File: src/rtl/fft_pkg.sv
// Shared FFT types: twiddle beat bundle, fetch FSM states, Q1.15 helpers.
// Widths here match the default twiddle_fetch build (N=1024, 16-bit).
package fft_pkg;
  localparam int FFT_N_LOG2 = 10;
  localparam int TW_ADDR_W = FFT_N_LOG2 - 1;
  localparam int TW_DATA_W = 16;

  typedef enum logic [1:0] {
    IDLE,
    RUN,
    DRAIN,
    DONE
  } tf_state_t;

  typedef struct packed {
    logic [TW_DATA_W-1:0] re;
    logic [TW_DATA_W-1:0] im;
    logic [3:0]           stage;
    logic [TW_ADDR_W-1:0] bfly;
    logic                 last;
  } twiddle_t;

  // -x with the most negative code clamped to the most positive
  function automatic logic [TW_DATA_W-1:0] sat_neg(
    input logic [TW_DATA_W-1:0] x
  );
    if (x == {1'b1, {(TW_DATA_W-1){1'b0}}})
      return ~x;
    return -x;
  endfunction
endpackage

File: src/rtl/tw_fifo2.sv
// Two-entry FIFO of twiddle beats; push and pop may coincide.
// Head entry is presented combinationally on o_data.
module tw_fifo2
  import fft_pkg::*;
(
  input  logic       i_clk,
  input  logic       i_rst_n,
  input  logic       i_push,
  input  logic       i_pop,
  input  twiddle_t   i_data,
  output twiddle_t   o_data,
  output logic       o_full,
  output logic       o_empty,
  output logic [1:0] o_count
);
  twiddle_t   r_mem [2];
  logic       r_wptr;
  logic       r_rptr;
  logic [1:0] r_count;
  logic       w_push;
  logic       w_pop;

  assign w_pop  = i_pop & (r_count != 2'd0);
  assign w_push = i_push & ((r_count != 2'd2) | w_pop);

  always_ff @(posedge i_clk or negedge i_rst_n) begin
    if (!i_rst_n) begin
      r_mem[0] <= '0;
      r_mem[1] <= '0;
      r_wptr   <= 1'b0;
      r_rptr   <= 1'b0;
      r_count  <= 2'd0;
    end else begin
      if (w_push) begin
        r_mem[r_wptr] <= i_data;
        r_wptr        <= ~r_wptr;
      end
      if (w_pop)
        r_rptr <= ~r_rptr;
      case ({w_push, w_pop})
        2'b10:   r_count <= r_count + 2'd1;
        2'b01:   r_count <= r_count - 2'd1;
        default: r_count <= r_count;
      endcase
    end
  end

  assign o_data  = r_mem[r_rptr];
  assign o_full  = (r_count == 2'd2);
  assign o_empty = (r_count == 2'd0);
  assign o_count = r_count;
endmodule

File: src/rtl/twiddle_fetch.sv
// FFT twiddle ROM read initiator: walks stages/butterflies, streams tagged twiddles.
// TWIDDLE_FETCH_INVERSE_EN adds i_inverse for conjugated (IFFT) twiddles.
module twiddle_fetch
  import fft_pkg::*;
#(
  parameter int N_LOG2 = FFT_N_LOG2,
  parameter int DATA_W = TW_DATA_W
) (
  input  logic              i_clk,
  input  logic              i_rst_n,
  input  logic              i_start,
`ifdef TWIDDLE_FETCH_INVERSE_EN
  input  logic              i_inverse,
`endif
  output logic              o_busy,
  output logic              o_done,
  output logic              o_rd_en,
  output logic [N_LOG2-2:0] o_rd_addr,
  input  logic [DATA_W-1:0] i_rd_data_re,
  input  logic [DATA_W-1:0] i_rd_data_im,
  output logic              o_tw_valid,
  input  logic              i_tw_ready,
  output logic [DATA_W-1:0] o_tw_re,
  output logic [DATA_W-1:0] o_tw_im,
  output logic [3:0]        o_tw_stage,
  output logic [N_LOG2-2:0] o_tw_bfly,
  output logic              o_tw_last
);
  localparam int AW = N_LOG2 - 1;
  localparam logic [3:0]    S_LAST = 4'(N_LOG2 - 1);
  localparam logic [AW-1:0] B_LAST = '1;

  tf_state_t     r_state;
  logic [3:0]    r_s;
  logic [AW-1:0] r_b;
  logic          r_inflight;
  logic [3:0]    r_tag_s;
  logic [AW-1:0] r_tag_b;
  logic          r_tag_last;
  logic          r_busy;
  logic          r_done;
`ifdef TWIDDLE_FETCH_INVERSE_EN
  logic          r_inv;
`endif

  logic          w_issue;
  logic          w_req_last;
  logic [1:0]    w_count;
  logic [1:0]    w_sum;
  logic          w_full;
  logic          w_empty;
  logic          w_pop;
  logic [AW:0]   w_mask;
  logic [AW-1:0] w_addr;
  logic [DATA_W-1:0] w_im;
  twiddle_t      w_push_d;
  twiddle_t      w_head;

  assign w_sum   = w_count + {1'b0, r_inflight};
  assign w_issue = (r_state == RUN) & (w_sum < 2'd2) & ~w_full;
  assign w_pop   = ~w_empty & i_tw_ready;
  assign w_req_last = (r_s == S_LAST) & (r_b == B_LAST);

  // Mask is one bit wider so 2^s - 1 never wraps at the top stage
  assign w_mask = ((AW+1)'(1) << r_s) - (AW+1)'(1);
  assign w_addr = (r_b & w_mask[AW-1:0]) << (4'(AW) - r_s);

`ifdef TWIDDLE_FETCH_INVERSE_EN
  assign w_im = r_inv ? sat_neg(i_rd_data_im) : i_rd_data_im;
`else
  assign w_im = i_rd_data_im;
`endif

  assign w_push_d = '{
    re:    i_rd_data_re,
    im:    w_im,
    stage: r_tag_s,
    bfly:  r_tag_b,
    last:  r_tag_last
  };

  tw_fifo2 u_fifo (
    .i_clk   (i_clk),
    .i_rst_n (i_rst_n),
    .i_push  (r_inflight),
    .i_pop   (w_pop),
    .i_data  (w_push_d),
    .o_data  (w_head),
    .o_full  (w_full),
    .o_empty (w_empty),
    .o_count (w_count)
  );

  always_ff @(posedge i_clk or negedge i_rst_n) begin
    if (!i_rst_n) begin
      r_state    <= IDLE;
      r_s        <= '0;
      r_b        <= '0;
      r_inflight <= 1'b0;
      r_tag_s    <= '0;
      r_tag_b    <= '0;
      r_tag_last <= 1'b0;
      r_busy     <= 1'b0;
      r_done     <= 1'b0;
`ifdef TWIDDLE_FETCH_INVERSE_EN
      r_inv      <= 1'b0;
`endif
    end else begin
      r_inflight <= w_issue;
      r_done     <= 1'b0;
      if (w_issue) begin
        r_tag_s    <= r_s;
        r_tag_b    <= r_b;
        r_tag_last <= w_req_last;
        if (r_b == B_LAST) begin
          r_b <= '0;
          r_s <= r_s + 4'd1;
        end else begin
          r_b <= r_b + AW'(1);
        end
      end
      unique case (r_state)
        IDLE: if (i_start) begin
          r_state <= RUN;
          r_busy  <= 1'b1;
          r_s     <= '0;
          r_b     <= '0;
`ifdef TWIDDLE_FETCH_INVERSE_EN
          r_inv   <= i_inverse;
`endif
        end
        RUN: if (w_issue & w_req_last)
          r_state <= DRAIN;
        // Finish once the final beat leaves this cycle or already has
        DRAIN: if (~r_inflight &
                   (w_empty | ((w_count == 2'd1) & w_pop))) begin
          r_state <= DONE;
          r_done  <= 1'b1;
          r_busy  <= 1'b0;
        end
        DONE: r_state <= IDLE;
      endcase
    end
  end

  assign o_busy     = r_busy;
  assign o_done     = r_done;
  assign o_rd_en    = w_issue;
  assign o_rd_addr  = w_issue ? w_addr : '0;
  assign o_tw_valid = ~w_empty;
  assign o_tw_re    = w_head.re;
  assign o_tw_im    = w_head.im;
  assign o_tw_stage = w_head.stage;
  assign o_tw_bfly  = w_head.bfly;
  assign o_tw_last  = w_head.last;
endmodule

File: config.mk
export PLATFORM = sky130hd
export DESIGN_NAME = twiddle_fetch
export DESIGN_NICKNAME = d
export VERILOG_FILES = /design/src/rtl/fft_pkg.sv /design/src/rtl/tw_fifo2.sv /design/src/rtl/twiddle_fetch.sv
export SDC_FILE = /design/constraint.sdc
export NUM_CORES = 1
export LEC_CHECK = 0
export CAP_MARGIN = 20
export CORE_ASPECT_RATIO = 1.1
export CORE_MARGIN = 2
export CORE_UTILIZATION = 25
export DETAILED_ROUTE_END_ITERATION = 7
export GPL_TIMING_DRIVEN = 0
export PLACE_DENSITY = 0.53
export REMOVE_ABC_BUFFERS = 1
export SYNTH_ARGS = -nofsm -noshare
export SYNTH_HDL_FRONTEND = slang
export SYNTH_SLANG_ARGS = --single-unit
export TNS_END_PERCENT = 50
File: constraint.sdc
create_clock -name i_clk -period 3.6 [get_ports i_clk]
set_input_delay 0.54 -clock i_clk [delete_from_list [all_inputs] [get_ports i_clk]]
set_output_delay 0.54 -clock i_clk [all_outputs]
set_load 0.005 [all_outputs]
==> impl_metrics.yaml, run 1 <==
worst_setup_path:
  crit_type: "reg2out"
  crit_slowest_cell: "dfrtp_4"
  critPathRequiredTime_ns: 3.06
  max_stage_delay_ns: 0.52
  worstSetupStartpointType: "flop"
  arrival_ns: 3.06
  crit_fanout: 12
  crit_path_end_kind: "output pin"
  r2r_cells: 8
  path_cells: "buf_4 -> buf_8 -> ha_4 -> ha_4 -> buf_4 -> o21bai_1 -> a32oi_4 -> or4b_4 -> o211ai_1 -> a32o_1 -> buf_2"
routing:
  drc: 0
  drt_iter0_drc: 248
  ant_nets: 0
  routedWlPerCell_um: 14.7
  vias: 4470
  via_per_inst: 4.47
  first_pass_iters: 6
  wl_um: 14700
hold_path:
  hp-class: "in2async"
clocking:
  clk_pin_slew_worst_paths_ns: 0.06
  hold_buffers: 0
  cts_max_level: 4
  clockRootBuffer: "clkbuf_16"
  tritoncts: "built"
  cts_made_buffers: 17
  cts.sinks: 128
  clk_path_buf_depth: 2
  clk_latency_ns: 0.42
sta:
  report.final.slew_viol_count: 0
  slew_headroom_pct: 46.4
  min_period_over_period_pct: 99.9
  finalCriticalPeriod_ns: 3.60
  hold_viol_final: 0
  tightest_slew_ns: 0.805
  fmax_mhz: 278
  rsz0062_at_grt: "yes"
  worst_slack_ns: 0.00352
  holdWs_ns: 0.0200
  fin_worst_skew_ns: 0.0125
  setup-violations-final: 0
pwr:
  ir_drop_v: 0.000360
  p_int_mw: 5.08
  comb_power_share_pct: 40.8
  power_switching_mw: 2.25
  p_seq_share_pct: 33.6
  power_density_nw_per_um2: 837
  p_leak_nw: 3.67
  p_sw_share_pct: 30.7
  clkPwrFrac_pct: 25.6
place:
  hpwl_um: 9170
  placed_cells: 950
  dpl_cell_area_um2: 7760
  pre_cts_ws_ns: -0.860
  io_buffers: 94
  gp_congestion: 0.771
grt:
  met3_usage_pct: 2.68
  busiest_layer: "met2"
  use_met2_pct: 18.5
  grtUsageTotal_pct: 11.3
  gr-usage-met1_pct: 14.5
  grt_pass1_vias: 4574
  grt_first_pass_wirelength_um: 24000
  grt.overflow.total: 0
  grt_max_degree: 94
  grt_antenna_before_repair: 0
synthesis:
  syn_area_per_cell_um2: 12.0
  synth_seq_area_share_pct: 49.9
  synth_cell_type_count: 60
  synth_flop_cell: "dfrtp_1"
  yosys_warnings: 0
  synth.cell_area_um2: 6420
  synthCells: 537
  ys_ff_latch: 128
  synthArstFlopShare_pct: 100
  synth-edff-count: 0
layout:
  syn2layout_area_growth_pct: 36.2
  final_cells: 999
  fin_area_um2: 8750
  utilization_pct: 34.6
  drive_gt1_share_pct: 24.0
  diodes: 0
  fin_nets: 696
job:
  maxCapViolCount: 0
floorplanning:
  die_width_um: 157
  start_util_pct: 25.4
  die_y_um: 172
  core_area_um2: 25300
  die_area_um2: 27000
  io_pins: 95
  num_rows: 61
outcome:
  status: "finished, final reports clean"
## timing repair
| action | 4_1_cts | 5_1_grt |
|---|---|---|
| buffers inserted | 12 | 6 |
| endpoints found under the setup margin | 9 | 9 |
| gates resized for setup | 53 | 15 |
| pin swaps | 9 | 11 |
## worst paths after layout
path                            slack, ns              start               end
max in group asynchronous            2.79            i_rst_n            r_s[0]
worst max register to register       1.01  u_fifo.o_count[0]  u_fifo.r_mem[66]
min in group i_clk                   0.48   u_fifo.r_mem[75]  u_fifo.r_mem[75]
worst min-delay path                 0.02            i_rst_n  u_fifo.r_mem[44]
worst max-delay path                0.004             r_s[0]      o_rd_addr[7]
worst min register to register       0.48   u_fifo.r_mem[75]  u_fifo.r_mem[75]
## layout make-up
type | count | area, um^2
Clock buffer | 20 | 457
Clock inverter | 11 | 188
Fill cell | 2486 | 16500
Inverter | 16 | 77.6
Multi-Input combinational cell | 362 | 3230
Sequential cell | 128 | 3210
Tap cell | 346 | 433
Timing Repair Buffer | 116 | 1150
## flip-flops by register name, indices dropped and copies added, names as in the netlist
name / count
u_fifo.r_mem: 92
r_b: 9
r_tag_b: 9
r_s: 4
r_tag_s: 4
r_state: 2
u_fifo.o_count: 2
o_busy: 1
o_done: 1
r_inflight: 1
r_tag_last: 1
u_fifo.r_rptr: 1
u_fifo.r_wptr: 1
## layer usage
metal | part of all wire [%] | up-vias | routed length, um
li1 | - | 2116 | -
met1 | 46 | 2216 | 6710
met2 | 48 | 107 | 7030
met3 | 4.5 | 31 | 667
met4 | 2.0 | 0 | 301
met5 | 0 | - | 0
## cells in the final DEF, fill, tap and decap left out, types with 3 or more instances in the layout
cell	n
nor3_1	7
nand3_1	12
clkbuf_16	17
nor4_1	3
nor2b_1	3
mux2i_1	3
buf_2	3
inv_1	12
dfrtp_2	4
nand2_1	50
buf_4	16
nor2_1	20
nand2b_1	5
a21oi_1	7
ha_4	6
clkdlybuf4s50_1	86
clkinvlp_4	3
bufinv_16	5
dlygate4sd2_1	3
o21ai_1	8
nor3b_1	4
nand4_1	4
o21ai_0	5
xnor2_1	12
mux2_2	58
dfrtp_1	123
mux2_1	81
clkinv_2	3
ha_1	13
## kinds of logic after synthesis
group	synth area share (%)
AOI/OAI and AO/OA	5.30
muxes	25.4
DFF	49.9
xor gates and xnor gates	1.91
adders and majority gates	3.70
buffers and inverters	3.15
and+or+nand+nor	10.7
## Yosys cell counts, types with 2 or more instances
master / count / area share (%)
a32o_1: 2 / 0.31
mux2_2: 59 / 10
or3_1: 2 / 0.19
nand3_1: 15 / 1.2
xor2_1: 2 / 0.27
o21ai_1: 9 / 0.70
nor4_1: 5 / 0.49
clkbuf_1: 13 / 0.76
ha_1: 19 / 3.7
buf_1: 2 / 0.12
nor2_2: 2 / 0.19
a311o_1: 2 / 0.31
buf_2: 15 / 1.2
dfrtp_1: 128 / 50
nor3b_1: 5 / 0.58
nand2b_1: 5 / 0.49
mux2i_1: 4 / 0.62
o21ai_0: 5 / 0.39
mux2_1: 81 / 14
inv_2: 3 / 0.18
nor2b_1: 4 / 0.39
xnor2_1: 12 / 1.6
and2_1: 2 / 0.19
o31ai_1: 2 / 0.23
and3_1: 2 / 0.19
or3b_1: 2 / 0.27
a211oi_1: 2 / 0.23
a2111oi_0: 2 / 0.27
nor4bb_1: 2 / 0.31
nand2_1: 50 / 2.9
nand4_1: 4 / 0.39
a21oi_1: 7 / 0.55
inv_1: 13 / 0.76
nor3_1: 7 / 0.55
o22ai_1: 2 / 0.19
nor2_1: 21 / 1.2
o211ai_1: 2 / 0.23
## power by group through the flow
stage	registers, mW	logic, mW	clock network (mW)
global route	2.56	3.32	2.00
global placement	2.55	2.86	0
CTS	2.46	3.03	1.94
detailed placement	2.49	3.00	0
floorplan	2.39	1.68	0
finish	2.46	2.99	1.88
## stage by stage
stage	power [mW]	setup TNS, ns
after floorplan	4.07	0
after global placement	5.41	-519.30
after detailed placement	5.49	-5.10
after CTS	7.43	-0.269
after global routing	7.87	-0.281
final	7.33	0
## critical path, delay by kind of cell, from the launching register on
family	cells	cell delay, ns
and+or+nand+nor	1	0.51
buffers and inverters	4	0.55
AOI/OAI and AO/OA	4	0.69
DFF	1	0.52
adders and majority gates	2	0.35
(Power assumes the default switching activity.)
==> run 2, diff against run 1 <==
- CORE_MARGIN: 2 -> 1
==> impl_metrics.yaml, run 2 (same netlist as run 1, synthesis figures left out) <==
grt:
  grt_first_pass_wirelength_um: 23900
  busiest_layer: "met2"
  grt_pass1_vias: 4519
  met3_usage_pct: 2.70
  grt_antenna_before_repair: 0
  grt_max_degree: 88
  gr-usage-met1_pct: 14.9
  use_met2_pct: 18.8
  grt.overflow.total: 0
  grtUsageTotal_pct: 11.6
pwr:
  power.total_mw: 7.28
  power_switching_mw: 2.28
  p_seq_share_pct: 33.8
  p_sw_share_pct: 31.3
  power_density_nw_per_um2: 839
  p_int_mw: 5.00
  clkPwrFrac_pct: 24.9
  p_leak_nw: 3.67
  comb_power_share_pct: 41.3
  ir_drop_v: 0.000378
clocking:
  cts_made_buffers: 17
  clk_pin_slew_worst_paths_ns: 0.06
  clk_path_buf_depth: 2
  clk_latency_ns: 0.41
  cts_max_level: 4
  clockRootBuffer: "clkbuf_16"
  cts.sinks: 128
  tritoncts: "built"
place:
  pre_cts_ws_ns: -0.886
  placed_cells: 950
  io_buffers: 94
  dpl_cell_area_um2: 7760
  gp_congestion: 0.778
  hpwl_um: 9210
sta:
  hold_viol_final: 0
  finalCriticalPeriod_ns: 3.73
  slew_headroom_pct: 47.3
  rsz0062_at_grt: "yes"
  tns_ns: -0.329
  report.final.slew_viol_count: 0
  fmax_mhz: 268
  worst_slack_ns: -0.131
  tightest_slew_ns: 0.791
  min_period_over_period_pct: 104
  setup-violations-final: 4
  holdWs_ns: 0.0457
  fin_worst_skew_ns: 0.0113
routing:
  first_pass_iters: 4
  routedWlPerCell_um: 14.5
  via_per_inst: 4.41
  vias: 4408
  drt_iter0_drc: 186
  wl_um: 14500
  drc: 0
  ant_nets: 0
floorplanning:
  die_y_um: 170
  die_width_um: 155
  num_rows: 61
  start_util_pct: 25.4
  core_area_um2: 25300
  io_pins: 95
  die_area_um2: 26300
job:
  maxCapViolCount: 0
layout:
  fillCellCount: 2494
  final_common_cell: "dfrtp_1"
  utilization_pct: 34.3
  multi_input_area_um2: 3170
  mostFrequentLayoutCells: "dfrtp_1, clkdlybuf4s50_1, mux2_1"
  fin_nets: 696
  fin_area_um2: 8670
  drive_gt1_share_pct: 23.2
  syn2layout_area_growth_pct: 35.0
  regArea_um2: 3210
  regMostFlops: "u_fifo.r_mem"
  largestRegisters: "u_fifo.r_mem x92, r_b x9, r_tag_b x9"
  diodes: 0
  largest_reg_flops: 92
  final_cells: 1000
worst_setup_path:
  arrival_ns: 3.19
  path_cells: "inv_8 -> ha_4 -> or3b_4 -> ha_4 -> nor4bb_4 -> mux2_4 -> buf_6 -> or4b_4 -> o211ai_1 -> a32o_2 -> buf_2"
  worstSetupStartpointType: "flop"
  max_stage_delay_ns: 0.53
  crit_fanout: 4
  crit_slowest_cell: "or4b_4"
  crit_path_end_kind: "output pin"
  crit_type: "reg2out"
  critPathRequiredTime_ns: 3.06
  worst_path_most_repeated_cell: "ha_4"
hold_path:
  hp-class: "in2async"
outcome:
  status: "finished with violations"
  violations: "setup timing"
==> run 2: cell count changes in the layout (fill, tap and decap cells not counted), sizes merged <==
cell          change
bufinv            -2
clkinv            +2
buf               -1
clkbuf            +1
dlymetal6s2s      +1
==> run 2: per-layer routing <==
layer | up-vias | wire (um) | share of wire [%]
li1 | 2116 | - | -
met2 | 94 | 6950 | 48
met3 | 13 | 515 | 3.5
met1 | 2185 | 6900 | 47
met5 | - | 0 | 0
met4 | 0 | 175 | 1.2
==> run 2: final cells by class <==
cell class / count / share of cell area (%)
repair buffers: 116 / 13.3
multi-input cells: 362 / 36.5
well taps: 346 / 4.99
clock inverters: 11 / 1.76
clock buffers: 21 / 5.54
inverters: 16 / 0.851
flip-flops and latches: 128 / 37.0
==> run 2: worst max-delay path: cells and delay by family (launching register included) <==
| kind | cells | cell delay [ns] |
|---|---|---|
| adders and majority gates | 2 | 0.30 |
| muxes | 1 | 0.28 |
| and+or+nand+nor | 3 | 1.06 |
| AOI/OAI and AO/OA | 2 | 0.32 |
| buffers and inverters | 3 | 0.28 |
| DFF | 1 | 0.52 |
==> run 2: power groups by stage <==
| stage | Clock [mW] | Combinational [mW] | Sequential, mW |
|---|---|---|---|
| after floorplan | 0 | 1.68 | 2.39 |
| after global placement | 0 | 2.85 | 2.55 |
| after detailed placement | 0 | 3.01 | 2.49 |
| after CTS | 1.88 | 3.04 | 2.46 |
| after global routing | 1.94 | 3.31 | 2.55 |
| final | 1.81 | 3.01 | 2.46 |
==> run 2: repair_timing <==
item,4_1_cts,5_1_grt
hold endpoints to repair,0,0
pin swaps,6,11
resized for setup,35,15
buffers inserted,11,7
endpoints found under the setup margin,9,9
hold buffers,0,0
==> run 2: path summary, 6_finish.rpt <==
kind / start / end / slack, ns / cells after the start
max: r_s[0] / o_rd_addr[7] / -0.13 / 11
min: i_rst_n / u_fifo.r_mem[17] / 0.05 / 1
max reg2reg: u_fifo.o_count[0] / u_fifo.r_mem[68] / 1.01 / 8
min reg2reg: u_fifo.r_mem[74] / u_fifo.r_mem[74] / 0.48 / 1
max in group asynchronous: i_rst_n / r_s[0] / 2.76 / 2
min in group i_clk: u_fifo.r_mem[74] / u_fifo.r_mem[74] / 0.48 / 1
